$ cat src/rtl/pipeline_hazard_ctrl_pkg.sv
// Shared Y86-64 encodings and pipeline-control state for the hazard control unit.
package pipeline_hazard_ctrl_pkg;

  localparam logic [3:0] I_HALT   = 4'h0;
  localparam logic [3:0] I_NOP    = 4'h1;
  localparam logic [3:0] I_RRMOVQ = 4'h2;
  localparam logic [3:0] I_IRMOVQ = 4'h3;
  localparam logic [3:0] I_RMMOVQ = 4'h4;
  localparam logic [3:0] I_MRMOVQ = 4'h5;
  localparam logic [3:0] I_OPQ    = 4'h6;
  localparam logic [3:0] I_JXX    = 4'h7;
  localparam logic [3:0] I_CALL   = 4'h8;
  localparam logic [3:0] I_RET    = 4'h9;
  localparam logic [3:0] I_PUSHQ  = 4'hA;
  localparam logic [3:0] I_POPQ   = 4'hB;

  localparam logic [3:0] RNONE = 4'hF;

  localparam logic [2:0] S_BUB = 3'd0;
  localparam logic [2:0] S_AOK = 3'd1;
  localparam logic [2:0] S_ADR = 3'd2;
  localparam logic [2:0] S_INS = 3'd3;
  localparam logic [2:0] S_HLT = 3'd4;

  typedef enum logic [1:0] {
    PCS_RUN      = 2'd0,
    PCS_MEM_WAIT = 2'd1,
    PCS_HALTED   = 2'd2
  } pcs_e;

  // Bubble and AOK are both normal flow; only real faults drain the pipe.
  function automatic logic is_exception(input logic [2:0] stat);
    return (stat == S_ADR) || (stat == S_INS) || (stat == S_HLT);
  endfunction

endpackage

$ cat src/rtl/pipeline_hazard_ctrl_if.sv
// Stage-status inputs and stall/bubble/counter outputs of the hazard control unit.
interface pipeline_hazard_ctrl_if #(
  parameter int CNT_W = 32
);
  logic [3:0]       D_icode_i;
  logic [3:0]       d_srcA_i;
  logic [3:0]       d_srcB_i;
  logic [3:0]       E_icode_i;
  logic [3:0]       E_dstM_i;
  logic             e_Cnd_i;
  logic [3:0]       M_icode_i;
  logic [2:0]       m_stat_i;
  logic [2:0]       W_stat_i;
  logic             dmem_ready_i;
  logic             perf_clr_i;

  logic             F_stall_o, D_stall_o, E_stall_o, M_stall_o, W_stall_o;
  logic             D_bubble_o, E_bubble_o, M_bubble_o, W_bubble_o;
  logic             set_cc_o;
  logic             halted_o;
  logic             mem_timeout_o;
  logic [CNT_W-1:0] cnt_loaduse_o, cnt_mispred_o, cnt_ret_o, cnt_memwait_o;

  modport master (
    output D_icode_i, d_srcA_i, d_srcB_i, E_icode_i, E_dstM_i, e_Cnd_i,
           M_icode_i, m_stat_i, W_stat_i, dmem_ready_i, perf_clr_i,
    input  F_stall_o, D_stall_o, E_stall_o, M_stall_o, W_stall_o,
           D_bubble_o, E_bubble_o, M_bubble_o, W_bubble_o,
           set_cc_o, halted_o, mem_timeout_o,
           cnt_loaduse_o, cnt_mispred_o, cnt_ret_o, cnt_memwait_o
  );

  modport slave (
    input  D_icode_i, d_srcA_i, d_srcB_i, E_icode_i, E_dstM_i, e_Cnd_i,
           M_icode_i, m_stat_i, W_stat_i, dmem_ready_i, perf_clr_i,
    output F_stall_o, D_stall_o, E_stall_o, M_stall_o, W_stall_o,
           D_bubble_o, E_bubble_o, M_bubble_o, W_bubble_o,
           set_cc_o, halted_o, mem_timeout_o,
           cnt_loaduse_o, cnt_mispred_o, cnt_ret_o, cnt_memwait_o
  );
endinterface

$ cat src/rtl/pipeline_hazard_ctrl_sat_counter.sv
// Saturating event counter with a clear that wins over a same-cycle increment.
module sat_counter #(
  parameter int W = 32
) (
  input  logic         clk,
  input  logic         rst_n,
  input  logic         clr_i,
  input  logic         inc_i,
  output logic [W-1:0] cnt_o
);

  // NOTE: sequential state uses non-blocking assignments so every flop samples pre-edge values.
  always_ff @(posedge clk or negedge rst_n) begin
    if (!rst_n)                       cnt_o <= '0;
    else if (clr_i)                   cnt_o <= '0;
    else if (inc_i && (cnt_o != '1))  cnt_o <= cnt_o + W'(1);
  end

endmodule

$ cat src/rtl/pipeline_hazard_ctrl.sv
// Y86-64 pipeline control: stall/bubble generation, sticky halt, memory-wait timeout, perf counters.
module pipeline_hazard_ctrl
  import pipeline_hazard_ctrl_pkg::*;
#(
  parameter int CNT_W        = 32,
  parameter int WAIT_TIMEOUT = 256,
  parameter int WAIT_W       = 9
) (
  input  logic                   clk,
  input  logic                   rst_n,
  pipeline_hazard_ctrl_if.slave  hz
);

  localparam logic [WAIT_W:0] TIMEOUT_V = (WAIT_W + 1)'(WAIT_TIMEOUT);

  pcs_e              state;
  logic [WAIT_W-1:0] wait_cnt;
  logic [WAIT_W:0]   wait_inc;
  logic              lu, mp, rt, mw, exm, exw, halted, timeout_hit;

  assign lu = ((hz.E_icode_i == I_MRMOVQ) || (hz.E_icode_i == I_POPQ)) &&
              (hz.E_dstM_i != RNONE) &&
              ((hz.E_dstM_i == hz.d_srcA_i) || (hz.E_dstM_i == hz.d_srcB_i));
  assign mp = (hz.E_icode_i == I_JXX) && !hz.e_Cnd_i;
  assign rt = (hz.D_icode_i == I_RET) || (hz.E_icode_i == I_RET) || (hz.M_icode_i == I_RET);
  assign mw = ((hz.M_icode_i == I_RMMOVQ) || (hz.M_icode_i == I_MRMOVQ) ||
               (hz.M_icode_i == I_CALL)   || (hz.M_icode_i == I_RET)    ||
               (hz.M_icode_i == I_PUSHQ)  || (hz.M_icode_i == I_POPQ)) && !hz.dmem_ready_i;
  assign exm = is_exception(hz.m_stat_i);
  assign exw = is_exception(hz.W_stat_i);

  assign halted      = (state == PCS_HALTED);
  assign wait_inc    = {1'b0, wait_cnt} + (WAIT_W + 1)'(1);
  assign timeout_hit = (WAIT_TIMEOUT != 0) && (wait_inc >= TIMEOUT_V);

  assign hz.halted_o = halted;

  // NOTE: every output gets a default first so no path through the block infers a latch.
  always_comb begin
    hz.F_stall_o  = 1'b0;
    hz.D_stall_o  = 1'b0;
    hz.E_stall_o  = 1'b0;
    hz.M_stall_o  = 1'b0;
    hz.W_stall_o  = 1'b0;
    hz.D_bubble_o = 1'b0;
    hz.E_bubble_o = 1'b0;
    hz.M_bubble_o = 1'b0;
    hz.W_bubble_o = 1'b0;
    hz.set_cc_o   = 1'b0;
    if (!rst_n) begin
      // Keep every stage quiet while reset is asserted.
    end else if (halted) begin
      hz.F_stall_o  = 1'b1;
      hz.D_stall_o  = 1'b1;
      hz.W_stall_o  = 1'b1;
      hz.E_bubble_o = 1'b1;
      hz.M_bubble_o = 1'b1;
    end else if (mw) begin
      // A faulting Writeback turns the M/W freeze into drain-and-hold.
      hz.F_stall_o  = 1'b1;
      hz.D_stall_o  = 1'b1;
      hz.E_stall_o  = 1'b1;
      hz.M_stall_o  = !exw;
      hz.W_bubble_o = !exw;
      hz.W_stall_o  = exw;
      hz.M_bubble_o = exw;
    end else begin
      hz.F_stall_o  = lu | rt;
      hz.D_stall_o  = lu;
      hz.D_bubble_o = mp | (rt & !lu);
      hz.E_bubble_o = mp | lu;
      hz.M_bubble_o = exm | exw;
      hz.W_stall_o  = exw;
      hz.set_cc_o   = (hz.E_icode_i == I_OPQ) && !exm && !exw;
    end
  end

  always_ff @(posedge clk or negedge rst_n) begin
    if (!rst_n) begin
      state            <= PCS_RUN;
      wait_cnt         <= '0;
      hz.mem_timeout_o <= 1'b0;
    end else begin
      case (state)
        PCS_RUN: begin
          if (exw) begin
            state <= PCS_HALTED;
          end else if (mw) begin
            state    <= PCS_MEM_WAIT;
            wait_cnt <= WAIT_W'(1);
          end
        end
        PCS_MEM_WAIT: begin
          if (mw) begin
            wait_cnt <= wait_inc[WAIT_W-1:0];
            if (timeout_hit) begin
              state            <= PCS_HALTED;
              hz.mem_timeout_o <= 1'b1;
            end
          end else begin
            state    <= PCS_RUN;
            wait_cnt <= '0;
          end
          if (exw) state <= PCS_HALTED;
        end
        default: ;
      endcase
    end
  end

  sat_counter #(.W(CNT_W)) u_cnt_loaduse (
    .clk(clk), .rst_n(rst_n), .clr_i(hz.perf_clr_i),
    .inc_i(lu && !mw && !halted), .cnt_o(hz.cnt_loaduse_o)
  );

  sat_counter #(.W(CNT_W)) u_cnt_mispred (
    .clk(clk), .rst_n(rst_n), .clr_i(hz.perf_clr_i),
    .inc_i(mp && !mw && !halted), .cnt_o(hz.cnt_mispred_o)
  );

  sat_counter #(.W(CNT_W)) u_cnt_ret (
    .clk(clk), .rst_n(rst_n), .clr_i(hz.perf_clr_i),
    .inc_i(rt && !lu && !mw && !halted), .cnt_o(hz.cnt_ret_o)
  );

  sat_counter #(.W(CNT_W)) u_cnt_memwait (
    .clk(clk), .rst_n(rst_n), .clr_i(hz.perf_clr_i),
    .inc_i(mw && !halted), .cnt_o(hz.cnt_memwait_o)
  );

endmodule

$ cat src/flat_wrapper.sv
// flat-port wrapper written by rule: the top's interface ports become plain ports
module pipeline_hazard_ctrl_flat import pipeline_hazard_ctrl_pkg::*;
#(
  parameter int CNT_W        = 32,
  parameter int WAIT_TIMEOUT = 256,
  parameter int WAIT_W       = 9
)
  (clk, rst_n, hz_D_icode_i, hz_d_srcA_i, hz_d_srcB_i, hz_E_icode_i, hz_E_dstM_i, hz_e_Cnd_i, hz_M_icode_i, hz_m_stat_i, hz_W_stat_i, hz_dmem_ready_i, hz_perf_clr_i, hz_F_stall_o, hz_D_stall_o, hz_E_stall_o, hz_M_stall_o, hz_W_stall_o, hz_D_bubble_o, hz_E_bubble_o, hz_M_bubble_o, hz_W_bubble_o, hz_set_cc_o, hz_halted_o, hz_mem_timeout_o, hz_cnt_loaduse_o, hz_cnt_mispred_o, hz_cnt_ret_o, hz_cnt_memwait_o);
  pipeline_hazard_ctrl_if #(.CNT_W(CNT_W)) hz_i ();
  input  logic clk;
  input  logic rst_n;
  input wire logic [$bits(hz_i.D_icode_i)-1:0] hz_D_icode_i;
  input wire logic [$bits(hz_i.d_srcA_i)-1:0] hz_d_srcA_i;
  input wire logic [$bits(hz_i.d_srcB_i)-1:0] hz_d_srcB_i;
  input wire logic [$bits(hz_i.E_icode_i)-1:0] hz_E_icode_i;
  input wire logic [$bits(hz_i.E_dstM_i)-1:0] hz_E_dstM_i;
  input wire logic [$bits(hz_i.e_Cnd_i)-1:0] hz_e_Cnd_i;
  input wire logic [$bits(hz_i.M_icode_i)-1:0] hz_M_icode_i;
  input wire logic [$bits(hz_i.m_stat_i)-1:0] hz_m_stat_i;
  input wire logic [$bits(hz_i.W_stat_i)-1:0] hz_W_stat_i;
  input wire logic [$bits(hz_i.dmem_ready_i)-1:0] hz_dmem_ready_i;
  input wire logic [$bits(hz_i.perf_clr_i)-1:0] hz_perf_clr_i;
  output wire logic [$bits(hz_i.F_stall_o)-1:0] hz_F_stall_o;
  output wire logic [$bits(hz_i.D_stall_o)-1:0] hz_D_stall_o;
  output wire logic [$bits(hz_i.E_stall_o)-1:0] hz_E_stall_o;
  output wire logic [$bits(hz_i.M_stall_o)-1:0] hz_M_stall_o;
  output wire logic [$bits(hz_i.W_stall_o)-1:0] hz_W_stall_o;
  output wire logic [$bits(hz_i.D_bubble_o)-1:0] hz_D_bubble_o;
  output wire logic [$bits(hz_i.E_bubble_o)-1:0] hz_E_bubble_o;
  output wire logic [$bits(hz_i.M_bubble_o)-1:0] hz_M_bubble_o;
  output wire logic [$bits(hz_i.W_bubble_o)-1:0] hz_W_bubble_o;
  output wire logic [$bits(hz_i.set_cc_o)-1:0] hz_set_cc_o;
  output wire logic [$bits(hz_i.halted_o)-1:0] hz_halted_o;
  output wire logic [$bits(hz_i.mem_timeout_o)-1:0] hz_mem_timeout_o;
  output wire logic [$bits(hz_i.cnt_loaduse_o)-1:0] hz_cnt_loaduse_o;
  output wire logic [$bits(hz_i.cnt_mispred_o)-1:0] hz_cnt_mispred_o;
  output wire logic [$bits(hz_i.cnt_ret_o)-1:0] hz_cnt_ret_o;
  output wire logic [$bits(hz_i.cnt_memwait_o)-1:0] hz_cnt_memwait_o;
  assign hz_i.D_icode_i = hz_D_icode_i;
  assign hz_i.d_srcA_i = hz_d_srcA_i;
  assign hz_i.d_srcB_i = hz_d_srcB_i;
  assign hz_i.E_icode_i = hz_E_icode_i;
  assign hz_i.E_dstM_i = hz_E_dstM_i;
  assign hz_i.e_Cnd_i = hz_e_Cnd_i;
  assign hz_i.M_icode_i = hz_M_icode_i;
  assign hz_i.m_stat_i = hz_m_stat_i;
  assign hz_i.W_stat_i = hz_W_stat_i;
  assign hz_i.dmem_ready_i = hz_dmem_ready_i;
  assign hz_i.perf_clr_i = hz_perf_clr_i;
  assign hz_F_stall_o = hz_i.F_stall_o;
  assign hz_D_stall_o = hz_i.D_stall_o;
  assign hz_E_stall_o = hz_i.E_stall_o;
  assign hz_M_stall_o = hz_i.M_stall_o;
  assign hz_W_stall_o = hz_i.W_stall_o;
  assign hz_D_bubble_o = hz_i.D_bubble_o;
  assign hz_E_bubble_o = hz_i.E_bubble_o;
  assign hz_M_bubble_o = hz_i.M_bubble_o;
  assign hz_W_bubble_o = hz_i.W_bubble_o;
  assign hz_set_cc_o = hz_i.set_cc_o;
  assign hz_halted_o = hz_i.halted_o;
  assign hz_mem_timeout_o = hz_i.mem_timeout_o;
  assign hz_cnt_loaduse_o = hz_i.cnt_loaduse_o;
  assign hz_cnt_mispred_o = hz_i.cnt_mispred_o;
  assign hz_cnt_ret_o = hz_i.cnt_ret_o;
  assign hz_cnt_memwait_o = hz_i.cnt_memwait_o;
  pipeline_hazard_ctrl #(.CNT_W(CNT_W), .WAIT_TIMEOUT(WAIT_TIMEOUT), .WAIT_W(WAIT_W)) u_core (.clk(clk), .rst_n(rst_n), .hz(hz_i));
endmodule
$ cat config.mk
export PLATFORM = sky130hd
export DESIGN_NAME = pipeline_hazard_ctrl_flat
export DESIGN_NICKNAME = d
export VERILOG_FILES = /design/src/rtl/pipeline_hazard_ctrl_pkg.sv /design/src/rtl/pipeline_hazard_ctrl_if.sv /design/src/rtl/pipeline_hazard_ctrl_sat_counter.sv /design/src/rtl/pipeline_hazard_ctrl.sv /design/src/flat_wrapper.sv
export SDC_FILE = /design/constraint.sdc
export NUM_CORES = 1
export LEC_CHECK = 0
export BUFFER_PORTS_ARGS = -buffer_cell sky130_fd_sc_hd__buf_2
export CORE_MARGIN = 2
export CORE_UTILIZATION = 55
export CTS_CLUSTER_DIAMETER = 80
export DETAILED_ROUTE_END_ITERATION = 10
export PLACE_DENSITY = 0.81
export SLEW_MARGIN = 0
export SYNTH_ARGS = -nofsm -noshare
export SYNTH_HDL_FRONTEND = slang
export SYNTH_SLANG_ARGS = --single-unit
$ cat constraint.sdc
create_clock -name clk -period 2.3 [get_ports clk]
set_input_delay 0 -clock clk [delete_from_list [all_inputs] [get_ports clk]]
set_output_delay 0 -clock clk [all_outputs]
set_load 0.1 [all_outputs]
==> impl_metrics.py <==
metrics = {
    "final_layout": {
        "nNetsFinal": 1099,
        "final_cell_area_um2": 10300,
        "diodes": 0,
        "area_growth_pct": 30.0,
        "fin_util_pct": 73.7,
        "drive_gt1_share_pct": 38.2,
        "fillerInstances": 1012,
    },
    "global_route": {
        "antenna_found_initial": 0,
        "grt_usage_pct": 27.5,
        "grt_start_max_net_pins": 63,
        "grt_pass1_wl_mm": 33.5,
        "grt_pass1_vias": 6844,
        "overflow": 0,
    },
    "floorplanning": {
        "core_um2": 13900,
        "io_pins": 175,
        "dieArea_um2": 15300,
        "start_util_pct": 56.7,
        "die_w_um": 124,
        "num_rows": 43,
        "die_h_um": 124,
    },
    "synth": {
        "synth_edf_count": 0,
        "yosys-top-cells-area": "dfrtp_1 (44%), xor2_1 (6.2%), nor2_1 (4.8%)",
        "yosysWarningCount": 0,
        "synth_top_area_share_pct": 44.4,
        "synth_nets": 896,
        "syn_area_per_cell_um2": 9.22,
        "yosysTopAreaCell": "dfrtp_1",
        "ys_ff_latch": 140,
        "syn_area_um2": 7900,
        "synthCells": 856,
        "ys_async_sr_fraction_pct": 100,
        "yosysUniqueCellTypes": 65,
        "synth_ff_type": "dfrtp_1",
        "ys_seq_area_share_pct": 44.4,
    },
    "worst_setup_path": {
        "critPathMaxFanout": 27,
        "crit_path_end_kind": "flop",
        "required_ns": 2.60,
        "crit_type": "reg -> reg",
        "cp.arrival_ns": 2.52,
        "worstSetupStartpointType": "flop",
    },
    "routing": {
        "wl_per_cell_um": 16.6,
        "first_pass_iters": 5,
        "drc_errors": 0,
        "drtIter0Drc": 514,
        "routed_wl_mm": 20.8,
        "vias": 7471,
        "viasPerCell": 5.97,
        "ant_nets": 0,
    },
    "clock_network": {
        "clk_path_buf_depth": 2,
        "cts_sinks": 140,
        "clk_pin_slew_worst_paths_ns": 0.06,
        "root_buffer": "clkbuf_16",
        "htree_num_levels": 4,
        "cts_tree": "done",
        "tritoncts.num_buffers": 17,
        "clock_insertion_delay_worst_skew_ns": 0.42,
    },
    "timing": {
        "rsz0062_at_grt": "yes",
        "finalCriticalPeriod_ns": 2.22,
        "skew_ns": 0.0121,
        "drv_slew": 0,
        "maxSlewHeadroom_pct": 46.7,
        "finalHoldViolCount": 0,
        "fin_tns_setup_ns": 0,
        "post-route-period-util_pct": 96.4,
        "fmax_mhz": 451,
        "setup_viol": 0,
        "worst_slew_pin_slew_ns": 0.794,
        "fin_ws_ns": 0.0820,
    },
    "power_and_ir_drop": {
        "power_mw": 5.84,
        "powerDensity_nw_per_um2": 568,
        "p_leak_nw": 4.42,
        "ir_worst_vdd_mv": 0.460,
    },
    "placed_design": {
        "dp_hpwl_mm": 14.3,
        "placed_area_um2": 9510,
        "preCtsSetupSlack_ns": 0.00871,
        "finalWeightedCongestion": 0.839,
        "port-buffer-count": 174,
    },
    "flow_run": {
        "drv_cap": 0,
    },
    "min_path": {
        "hold_class": "in -> async",
    },
    "status": {
        "outcome": "complete, no violations",
    },
}
placed cells by master, fill, tap and decap left out, drive strengths merged, types with 28 or more instances in the layout:
master	n
nand2	58
and3	28
a21oi	55
or3	31
xor2	56
nand3	48
dfrtp	140
buf	214
o21ai	46
nor2	102
nand4	44
cell usage after synthesis (11+ instances only):
| cell type | instances |
|---|---|
| o21ai_0 | 34 |
| o21ai_1 | 12 |
| nor2_1 | 102 |
| dfrtp_1 | 140 |
| o31ai_1 | 23 |
| and3_1 | 28 |
| nand2_1 | 58 |
| and4_1 | 18 |
| a21oi_1 | 55 |
| nor4_1 | 12 |
| clkbuf_1 | 22 |
| xnor2_1 | 14 |
| or4_1 | 21 |
| xor2_1 | 56 |
| or3_1 | 31 |
| nor2b_1 | 14 |
| nor3_1 | 11 |
| inv_1 | 18 |
| nand3_1 | 48 |
| nand4_1 | 44 |
sequential cells by signal (all words and copies together) (netlist names):
name,cells
u_core.u_cnt_loaduse.cnt_o,32
u_core.u_cnt_memwait.cnt_o,32
u_core.u_cnt_mispred.cnt_o,32
u_core.u_cnt_ret.cnt_o,32
u_core.wait_cnt,9
u_core.state,2
u_core.hz.mem_timeout_o,1
per-stage QoR:
stage / cells / hold WS (ns)
finish: 1252 / 0.0874
global route: 1252 / 0.117
CTS: 1248 / 0.0790
detailed placement: 1214 / -0.0551
global placement: 1214 / -0.0551
floorplan: 856 / -0.296
critical path, stage by stage (launching register included):
cell	delay [ns]
dfrtp_4	0.44
and4_1	0.23
nand4_1	0.13
or3_1	0.45
o211ai_4	0.27
buf_12	0.20
nor4_2	0.06
mux2_4	0.30
power breakdown:
group	total, mW	switching, mW	internal, mW
logic	0.463	0.333	0.130
registers	2.48	0.00974	2.47
clock network	2.89	1.04	1.85
total	5.84	1.39	4.45
layout make-up:
cell class | instances | area [um2] | area share [%]
Clock buffer | 22 | 494 | 4.81
Clock inverter | 10 | 136 | 1.33
Inverter | 19 | 71.3 | 0.695
Multi-Input combinational cell | 665 | 4310 | 42.0
Sequential cell | 140 | 3710 | 36.2
Tap cell | 180 | 225 | 2.19
Timing Repair Buffer | 216 | 1310 | 12.8
final timing paths:
path                                                            start                                          to  slack [ns]  depth (start not counted)
max in group asynchronous                                       rst_n   u_core.u_cnt_loaduse.cnt_o[3]$_DFFE_PN0P_        1.14                          3
min in group clk                                       hz_W_stat_i[1]                 u_core.state[0]$_DFFE_PN0P_        0.10                          5
hold / removal                                                  rst_n  u_core.u_cnt_memwait.cnt_o[13]$_DFFE_PN0P_        0.09                          2
setup / recovery           u_core.u_cnt_loaduse.cnt_o[20]$_DFFE_PN0P_  u_core.u_cnt_loaduse.cnt_o[14]$_DFFE_PN0P_        0.08                          7
hold reg to reg                        u_core.wait_cnt[7]$_DFFE_PN0P_              u_core.wait_cnt[7]$_DFFE_PN0P_        0.49                          1
setup reg to reg           u_core.u_cnt_loaduse.cnt_o[20]$_DFFE_PN0P_  u_core.u_cnt_loaduse.cnt_o[14]$_DFFE_PN0P_        0.08                          7
repair_timing:
action / 4_1_cts / 5_1_grt
setup buffers: 0 / 4
hold endpoints to repair: 49 / 0
resized for setup: 0 / 15
endpoints found under the setup margin: 0 / 19
hold buffers: 2 / 0
logic make-up (layout without fill, tap and decap cells):
kind of cell | after synthesis | count (layout) | synth area share [%]
AOI/OAI and AO/OA | 149 | 149 | 11.6
and+or+nand+nor | 424 | 424 | 29.8
DFF | 140 | 140 | 44.4
muxes | 17 | 17 | 2.60
buffers and inverters | 51 | 267 | 3.14
adders and majority gates | 5 | 5 | 0.792
xor gates and xnor gates | 70 | 70 | 7.76
per-layer routing:
metal	track usage (%)	part of all wire, %	vias up
li1	-	-	3541
met1	38.9	44	3633
met2	41.8	47	263
met3	6.00	6.4	34
met4	10.0	1.8	0
met5	0	0	-
(Power assumes the default switching activity.)
